**config.mk**
```make
export PLATFORM = sky130hd
export DESIGN_NAME = reg_shift_unit
export DESIGN_NICKNAME = d
export VERILOG_FILES = /design/src/rtl/reg_shift_unit.sv
export SDC_FILE = /design/constraint.sdc
export NUM_CORES = 1
export LEC_CHECK = 0
export ABC_AREA = 1
export ABC_CLOCK_PERIOD_IN_PS = 2800
export CAP_MARGIN = 20
export CORE_ASPECT_RATIO = 1.4
export CORE_MARGIN = 1
export CORE_UTILIZATION = 50
export CTS_CLUSTER_DIAMETER = 80
export DETAILED_ROUTE_END_ITERATION = 8
export MAX_ROUTING_LAYER = met4
export PLACE_DENSITY = 0.85
export SETUP_SLACK_MARGIN = 0.3
export SYNTH_ARGS = -nofsm -noshare
export SYNTH_HDL_FRONTEND = slang
export SYNTH_SLANG_ARGS = --single-unit
export TNS_END_PERCENT = 30
```
**constraint.sdc**
```tcl
create_clock -name clk -period 2.8 [get_ports clk]
set_input_delay 0.7 -clock clk [delete_from_list [all_inputs] [get_ports clk]]
set_output_delay 0.7 -clock clk [all_outputs]
set_load 0.02 [all_outputs]
```
**src/rtl/reg_shift_unit.sv**
```systemverilog
// Multi-cycle register-specified shifter (Rm shifted by Rs) for the EXE stage.
// Shifts up to STEP bits per cycle and produces the operand plus the shifter carry-out.
module reg_shift_unit #(
  parameter int unsigned STEP = 4
) (
  input  logic        clk,
  input  logic        rst,
  input  logic        start,
  input  logic        flush,
  input  logic [31:0] Val_Rm,
  input  logic [31:0] Val_Rs,
  input  logic [1:0]  shift_mode,
  input  logic        C_in,
  output logic        busy,
  output logic        done,
  output logic [31:0] out,
  output logic        C_out
);

  typedef enum logic [1:0] {IDLE, SHIFT, DONE} state_t;
  typedef enum logic [1:0] {LSL, LSR, ASR, ROR} mode_t;

  localparam logic [5:0] STEP6 = 6'(STEP);

  state_t      state, state_nx;
  mode_t       mode, in_mode;
  logic [31:0] work, shifted;
  logic [5:0]  remaining, k, n_cap;
  logic [4:0]  c_idx;
  logic        shift_c, zero_c;
  logic [7:0]  amt;
  logic        unused_rs;

  assign amt       = Val_Rs[7:0];
  assign unused_rs = ^Val_Rs[31:8];
  assign in_mode   = mode_t'(shift_mode);

  always_comb begin
    n_cap = '0;
    if (in_mode == ROR) n_cap = {1'b0, amt[4:0]};
    else if (amt > 8'd32) n_cap = 6'd32;
    else n_cap = amt[5:0];
  end

  always_comb begin
    k       = (remaining < STEP6) ? remaining : STEP6;
    shifted = work;
    c_idx   = 5'(k - 6'd1);
    case (mode)
      LSL: begin
        shifted = work << k;
        c_idx   = 5'(6'd32 - k);
      end
      LSR: shifted = work >> k;
      ASR: shifted = 32'($signed(work) >>> k);
      ROR: shifted = (work >> k) | (work << (6'd32 - k));
      default: shifted = work;
    endcase
    shift_c = work[c_idx];
  end

  always_comb begin
    state_nx = state;
    case (state)
      IDLE:    if (start) state_nx = (n_cap == '0) ? DONE : SHIFT;
      SHIFT:   if (remaining <= STEP6) state_nx = DONE;
      DONE:    state_nx = IDLE;
      default: state_nx = IDLE;
    endcase
    if (flush) state_nx = IDLE;
  end

  assign busy = (state != IDLE);
  assign done = (state == DONE) && !flush;

  always_ff @(posedge clk or negedge rst) begin
    if (!rst) begin
      state     <= IDLE;
      mode      <= LSL;
      work      <= '0;
      remaining <= '0;
      zero_c    <= 1'b0;
      out       <= '0;
      C_out     <= 1'b0;
    end else begin
      state <= state_nx;
      if (flush) begin
        remaining <= '0;
      end else begin
        case (state)
          IDLE: if (start) begin
            work      <= Val_Rm;
            mode      <= in_mode;
            remaining <= n_cap;
            zero_c    <= ((in_mode == LSL) || (in_mode == LSR)) && (amt > 8'd32);
            // n==0 covers amt==0 (carry passes through) and ROR by a multiple of 32
            if (n_cap == '0) begin
              out   <= Val_Rm;
              C_out <= (amt == '0) ? C_in : Val_Rm[31];
            end
          end
          SHIFT: begin
            work      <= shifted;
            remaining <= remaining - k;
            if (remaining <= STEP6) begin
              out   <= shifted;
              C_out <= zero_c ? 1'b0 : shift_c;
            end
          end
          default: ;
        endcase
      end
    end
  end

endmodule

```
Word-level counts from Yosys, hierarchy flattened. Index checks and enable logic that the tools add are counted.

Register bits: 76. Output and inout bits: 35.

Add/sub/neg operators: 3. Magnitude comparators: 4. Eq/ne operators: 12. Shift operators: 4. Mux-type cells: 27. Bitwise operators: 2. Reductions and logical operators: 17.

Operators with widths (number): 32-bit two-way mux (4); 32-bit one-hot mux with 2 select lines (2); 32-bit one-hot mux with 4 select lines (1); 32-bit by 6-bit left shift with 32-bit output (2); 32-bit OR (1); 32-bit by 6-bit right shift with 32-bit output (1); 32-bit by 6-bit >>> shifter with 32-bit output (1); 6-bit two-way mux (5); 6-bit one-hot mux with 2 select lines (1); 2-bit equality test (second input constant) (4); 8-bit by 6-bit greater-than comparator with 1-bit output (second input constant) (1); 8-bit zero test (1); 2-bit two-way mux (4); 2-bit by 1-bit equality test with 1-bit output (second input constant) (3); 6-bit by 3-bit less-or-equal comparator with 1-bit output (second input constant) (1); 2-bit zero test (3); 6-bit zero test (1); 5-bit by 6-bit < comparator with 1-bit output (second input constant) (1); 6-bit by 3-bit < comparator with 1-bit output (second input constant) (1); 1-bit two-way mux (6); 2-bit inequality test (second input constant) (3); 3-bit inequality test (second input constant) (2); 3-bit AND reduction (2); 6-bit subtractor (1); 14 further kinds (17).

Logic depth before layout (Yosys ltp).
Word-level depth: 9. Depth in mapped cells: 22.

Least setup slack after synthesis. Ideal clock, no wire load.

Path kind: reg-to-reg. From: reg remaining[4]. To: reg out[28]. Data arrival time: 2.690 ns. Required time: 2.682 ns. Setup slack: -0.008 ns. Cell stages (with the launch flop): 21. Cells stage by stage: dfrtp_1 -> nor2_4 -> nand2_4 -> nor2_4 -> inv_2 -> buf_2 -> buf_2 -> ha_1 -> inv_1 -> clkbuf_1 -> nand3_1 -> nand3_1 -> nand3_1 -> nand2_1 -> nand2_1 -> nand2_1 -> nand2_1 -> nand2_1 -> nand3_1 -> nand3_1 -> nand2_1.

Cells in the longest elaborated chain, start to end: 8. Elaborated cells between the ends (all ways): 14. Classes of those cells: add/sub (1); order compare (2); eq/ne (1); shift (4); mux (4); bitwise (1); reduce/logical (1).

Ends and longest elaborated chain: from (decl) (RTL line 28) `logic [5:0] remaining, k, n_cap;`; from (signal assigned) (RTL line 94) `remaining <= n_cap;`; from (signal assigned) (RTL line 104) `remaining <= remaining - k;`; 6-bit by 3-bit < comparator with 1-bit output (RTL line 46) `k = (remaining < STEP6) ? remaining : STEP6;`; 6-bit two-way mux (RTL line 46); 6-bit subtractor (RTL line 56) `ROR: shifted = (work >> k) | (work << (6'd32 - k));`; 32-bit by 6-bit left shift with 32-bit output (RTL line 56); 32-bit OR (RTL line 56); 32-bit one-hot mux with 4 select lines (RTL line 49) `case (mode)`; 32-bit two-way mux (RTL line 105) `if (remaining <= STEP6) begin`; 32-bit one-hot mux with 2 select lines (RTL line 90) `case (state)`; to (signal assigned) (RTL line 98) `out <= Val_Rm;`; to (signal assigned) (RTL line 106) `out <= shifted;`; to (decl) (RTL line 16) `output logic [31:0] out,`.

Several ways; a longest one is shown, not always the timed one. The select of a mux whose other input is x is not followed. A chain may end at the register's enable or synchronous reset.

Worst setup path after layout.
From: reg remaining[3]. To: reg out[9].

Same word-level chain as after synthesis.

==> key figures <==
Run status
  – Run status: finished, final reports clean

CTS
  – Clock Pin Slew Worst Setup and Hold Paths: about 70 ps
  – CTS Buf Count: 9
  – Clk_lat worst skew: roughly 360 ps
  – CTS tree: built
  – CTS root buf: clkbuf_16
  – H-tree levels: 3
  – Max Root-Sink Buffers: 2
  – Clock net sink count: 76

STA
  – Tcrit/Tclk final: 0.8650
  – Final Setup Violations: 0
  – RSZ-0062 raised after global routing: yes
  – Setup TNS: 0 ps
  – Highest Clock Rate: between 0.4 and 0.5 GHz
  – Count of pins over their slew limit: 0
  – Relative slew slack: 0.6312
  – Fin. Hold Viols: 0
  – Worst Tran Pin Value: ~550 ps
  – Post-layout min period: roughly 2400 ps
  – Setup ws final: 377.9 ps
  – Final clock skew: around 9 ps

Detailed routing
  – Drt total wl: between 20000 and 30000 um
  – Average vias per placed instance: approximately 6
  – Drt drc: 0
  – Routed length per instance: between 15 and 20 um
  – DRT antenna net count: 0
  – DR iter-0 viols: just under 700
  – Vias: between 8k and 9k
  – DR pass1 iterations: 7

Power and ir drop
  – Internal power: between 5 and 6 mW
  – Leakage: 4.208 nW
  – Sequential share of power: 0.187
  – Power density cells: roughly 1200 nW/um2
  – Combinational share of power: 0.689
  – P_sw: 5.755 mW
  – Worst VDD drop: 0.5698 mV
  – Clk network pwr share: 0.124
  – Sw Share: 0.5333

Yosys
  – Post-Syn Instances: 1123
  – Sequential area share after synthesis: 0.2766
  – Top-area cell type share of the netlist area: 0.2766
  – Synthesis Warnings: 0
  – Top_reg_cell synth: dfrtp_1
  – Avg Cell Area, Syn: between 6 and 7 um2
  – Synth top area cells: dfrtp_1, nand2_1, nand3_1, inv_1, o21ai_0
  – FF+latch count, synth: 76
  – Leading post-synthesis cells by instance count: nand2_1, nand3_1, inv_1
  – Synth Cell Area: 6877 um2
  – Number of synthesized flops with an enable pin: 0
  – Post-synth top area cell: dfrtp_1
  – Post-synth net total: roughly 1.2k
  – Cell variety after synth: 47
  – Count leader, synth: nand2_1
  – Fraction of registers with async set/reset: 1.000

Critical path
  – Worst reg2reg setup slack: 380 ps
  – Buf/Inv on CP: 2
  – Critical Path RT: 3100 ps
  – Critical path class: reg -> reg
  – Max incr delay on CP: 450 ps
  – Delay-heaviest family, CP: simple AND/OR/NAND/NOR gates
  – Crit end category: flop
  – Slowest CP cell: dfrtp_2
  – CP Cell Sequence: nor2_4 > nand2_4 > nor2_4 > inv_2 > ha_4 > buf_8 > nand3_1 > nand3_1 > nand2_2 > o21ai_4 > nand2_1 > nand2_1 > a21o_1 > nand3_1 > nand2_1
  – Worst setup SP type: flop
  – CP max FO: 10
  – Worst EP arrival: ~2700 ps

Die
  – Die Ht: roughly 140 um
  – Initial Util: 0.5136
  – Ports: 106
  – Die W: approximately 100 um
  – Rows: 50
  – Die Footprint: around 14000 um2
  – Core Region: roughly 13000 um2

Final layout
  – Share of layout cells above drive strength 1: 0.1458
  – # diodes: 0
  – Area grow syn2layout: 27.89%
  – Final Net Count: between 1k and 1.5k

GRT
  – First-pass GRT wire length: between 40000 and 50000 um
  – Antenna violations before repair: 0
  – Total congestion overflow: 0
  – Vias in the first global route: a little over 8k
  – GRT Total Usage: 0.4086
  – Pin count of the biggest net entering global routing: 59

Place
  – Buffers on Ports: 81
  – Setup WS pre-CTS: roughly 14 ps
  – Gp weighted congestion: 1.044
  – Post-DP HPWL: roughly 20000 um

Flow run
  – Max Cap Viol: 0

Hold path
  – Worst Hold Class: in -> async
final timing paths:
kind / startpoint / to / cells past startpoint
max: remaining[3]$_DFFE_PN0P_ / out[9]$_DFFE_PN0P_ / 15
min: rst / remaining[5]$_DFFE_PN0P_ / 1
max reg2reg: remaining[3]$_DFFE_PN0P_ / out[9]$_DFFE_PN0P_ / 15
min reg2reg: out[4]$_DFFE_PN0P_ / out[4]$_DFFE_PN0P_ / 2
max in group asynchronous: rst / work[21]$_DFFE_PN0P_ / 2
min in group clk: out[4]$_DFFE_PN0P_ / out[4]$_DFFE_PN0P_ / 2
cell usage in the layout (no fill, tap or decap), types with 4 or more instances in the layout:
| cell type | count |
|---|---|
| nor3_1 | 6 |
| inv_4 | 4 |
| clkdlybuf4s50_1 | 79 |
| o22ai_1 | 12 |
| buf_12 | 8 |
| o31ai_1 | 4 |
| inv_1 | 85 |
| a31oi_1 | 9 |
| o211ai_1 | 21 |
| nand2_2 | 11 |
| dfrtp_1 | 74 |
| nor2_1 | 66 |
| clkbuf_16 | 9 |
| o221ai_1 | 11 |
| or2_2 | 24 |
| o21ai_1 | 33 |
| nand4_1 | 21 |
| nand3_1 | 131 |
| nand2_1 | 372 |
| inv_6 | 4 |
| o21ai_0 | 63 |
| o2111ai_1 | 6 |
| a21oi_1 | 28 |
| inv_2 | 6 |
| nand3_2 | 18 |
| nor2_4 | 8 |
| buf_4 | 59 |
cells by family after synthesis:
kind of cell             after synthesis  synth area share
adder cells (fa/ha/maj)                3          0.005459
flip-flops                            76            0.2766
AO/OA/AOI/OAI                        204            0.1781
AND/OR/NAND/NOR                      671            0.4279
buffers and inverters                163            0.1046
XOR/XNOR                               4          0.006188
other                                  2          0.001092
power by group through the flow:
stage	logic, mW	clock network [mW]	registers (mW)
after floorplan	4.21	0	2.15
after global placement	6.66	0	2.00
after detailed placement	6.71	0	2.00
after CTS	6.84	1.35	1.99
after global routing	8.04	1.39	2.06
final	7.44	1.34	2.02
flip-flops by register name, indices dropped and copies added (netlist names):
signal and cells:
work 32, C_out 1, remaining 6, out 32, mode 2, zero_c 1, state 2
area by class of cell:
class | count | area, um2
clock buffer | 9 | 225.2
clock inverter | 7 | 105.1
fill | 1299 | 4593
inverter | 98 | 390.4
multi-input combinational | 885 | 4461
sequential | 76 | 1904
tap | 182 | 227.7
timing repair buffer | 153 | 1481
metrics by stage:
| stage | instances | hold slack (ps) | util | instance area [um2] | power [mW] |
|---|---|---|---|---|---|
| 3_3_place_gp | 1378 | 462.9 | 0.6038 | 8084 | 8.660 |
| 4_1_cts | 1400 | 324.4 | 0.6343 | 8492 | 10.18 |
| 5_1_grt | 1410 | 344.7 | 0.6569 | 8795 | 11.49 |
| 3_5_place_dp | 1378 | 463.8 | 0.6038 | 8084 | 8.707 |
| 2_1_floorplan | 1123 | 404.4 | - | 6917 | 6.359 |
| 6_report | 1410 | 297.4 | 0.6569 | 8795 | 10.79 |
repair_timing:
action	CTS	global route
gates cloned	1	0
endpoints found under the hold margin	0	0
hold buffers	0	0
endpoints found under the setup margin	30	54
pin swaps	4	14
setup buffers	5	10
resized for setup	7	52
worst reg2reg max path, cell delays in order, from the launching register on:
cell and delay (ps):
dfrtp_2 450, nor2_4 150, nand2_4 110, nor2_4 110, inv_2 60, ha_4 340
buf_8 150, nand3_1 130, nand3_1 150, nand2_2 90, o21ai_4 180, nand2_1 80
nand2_1 70, a21o_1 160, nand3_1 80, nand2_1 60
routing by layer:
| metal | global-route usage | up-vias | part of all wire |
|---|---|---|---|
| li1 | - | 3953 | - |
| met5 | - | - | 0 |
| met4 | 0.2555 | 0 | 0.071 |
| met2 | 0.6441 | 491 | 0.48 |
| met3 | 0.09321 | 157 | 0.085 |
| met1 | 0.4647 | 3895 | 0.37 |
(Power assumes the default switching activity.)
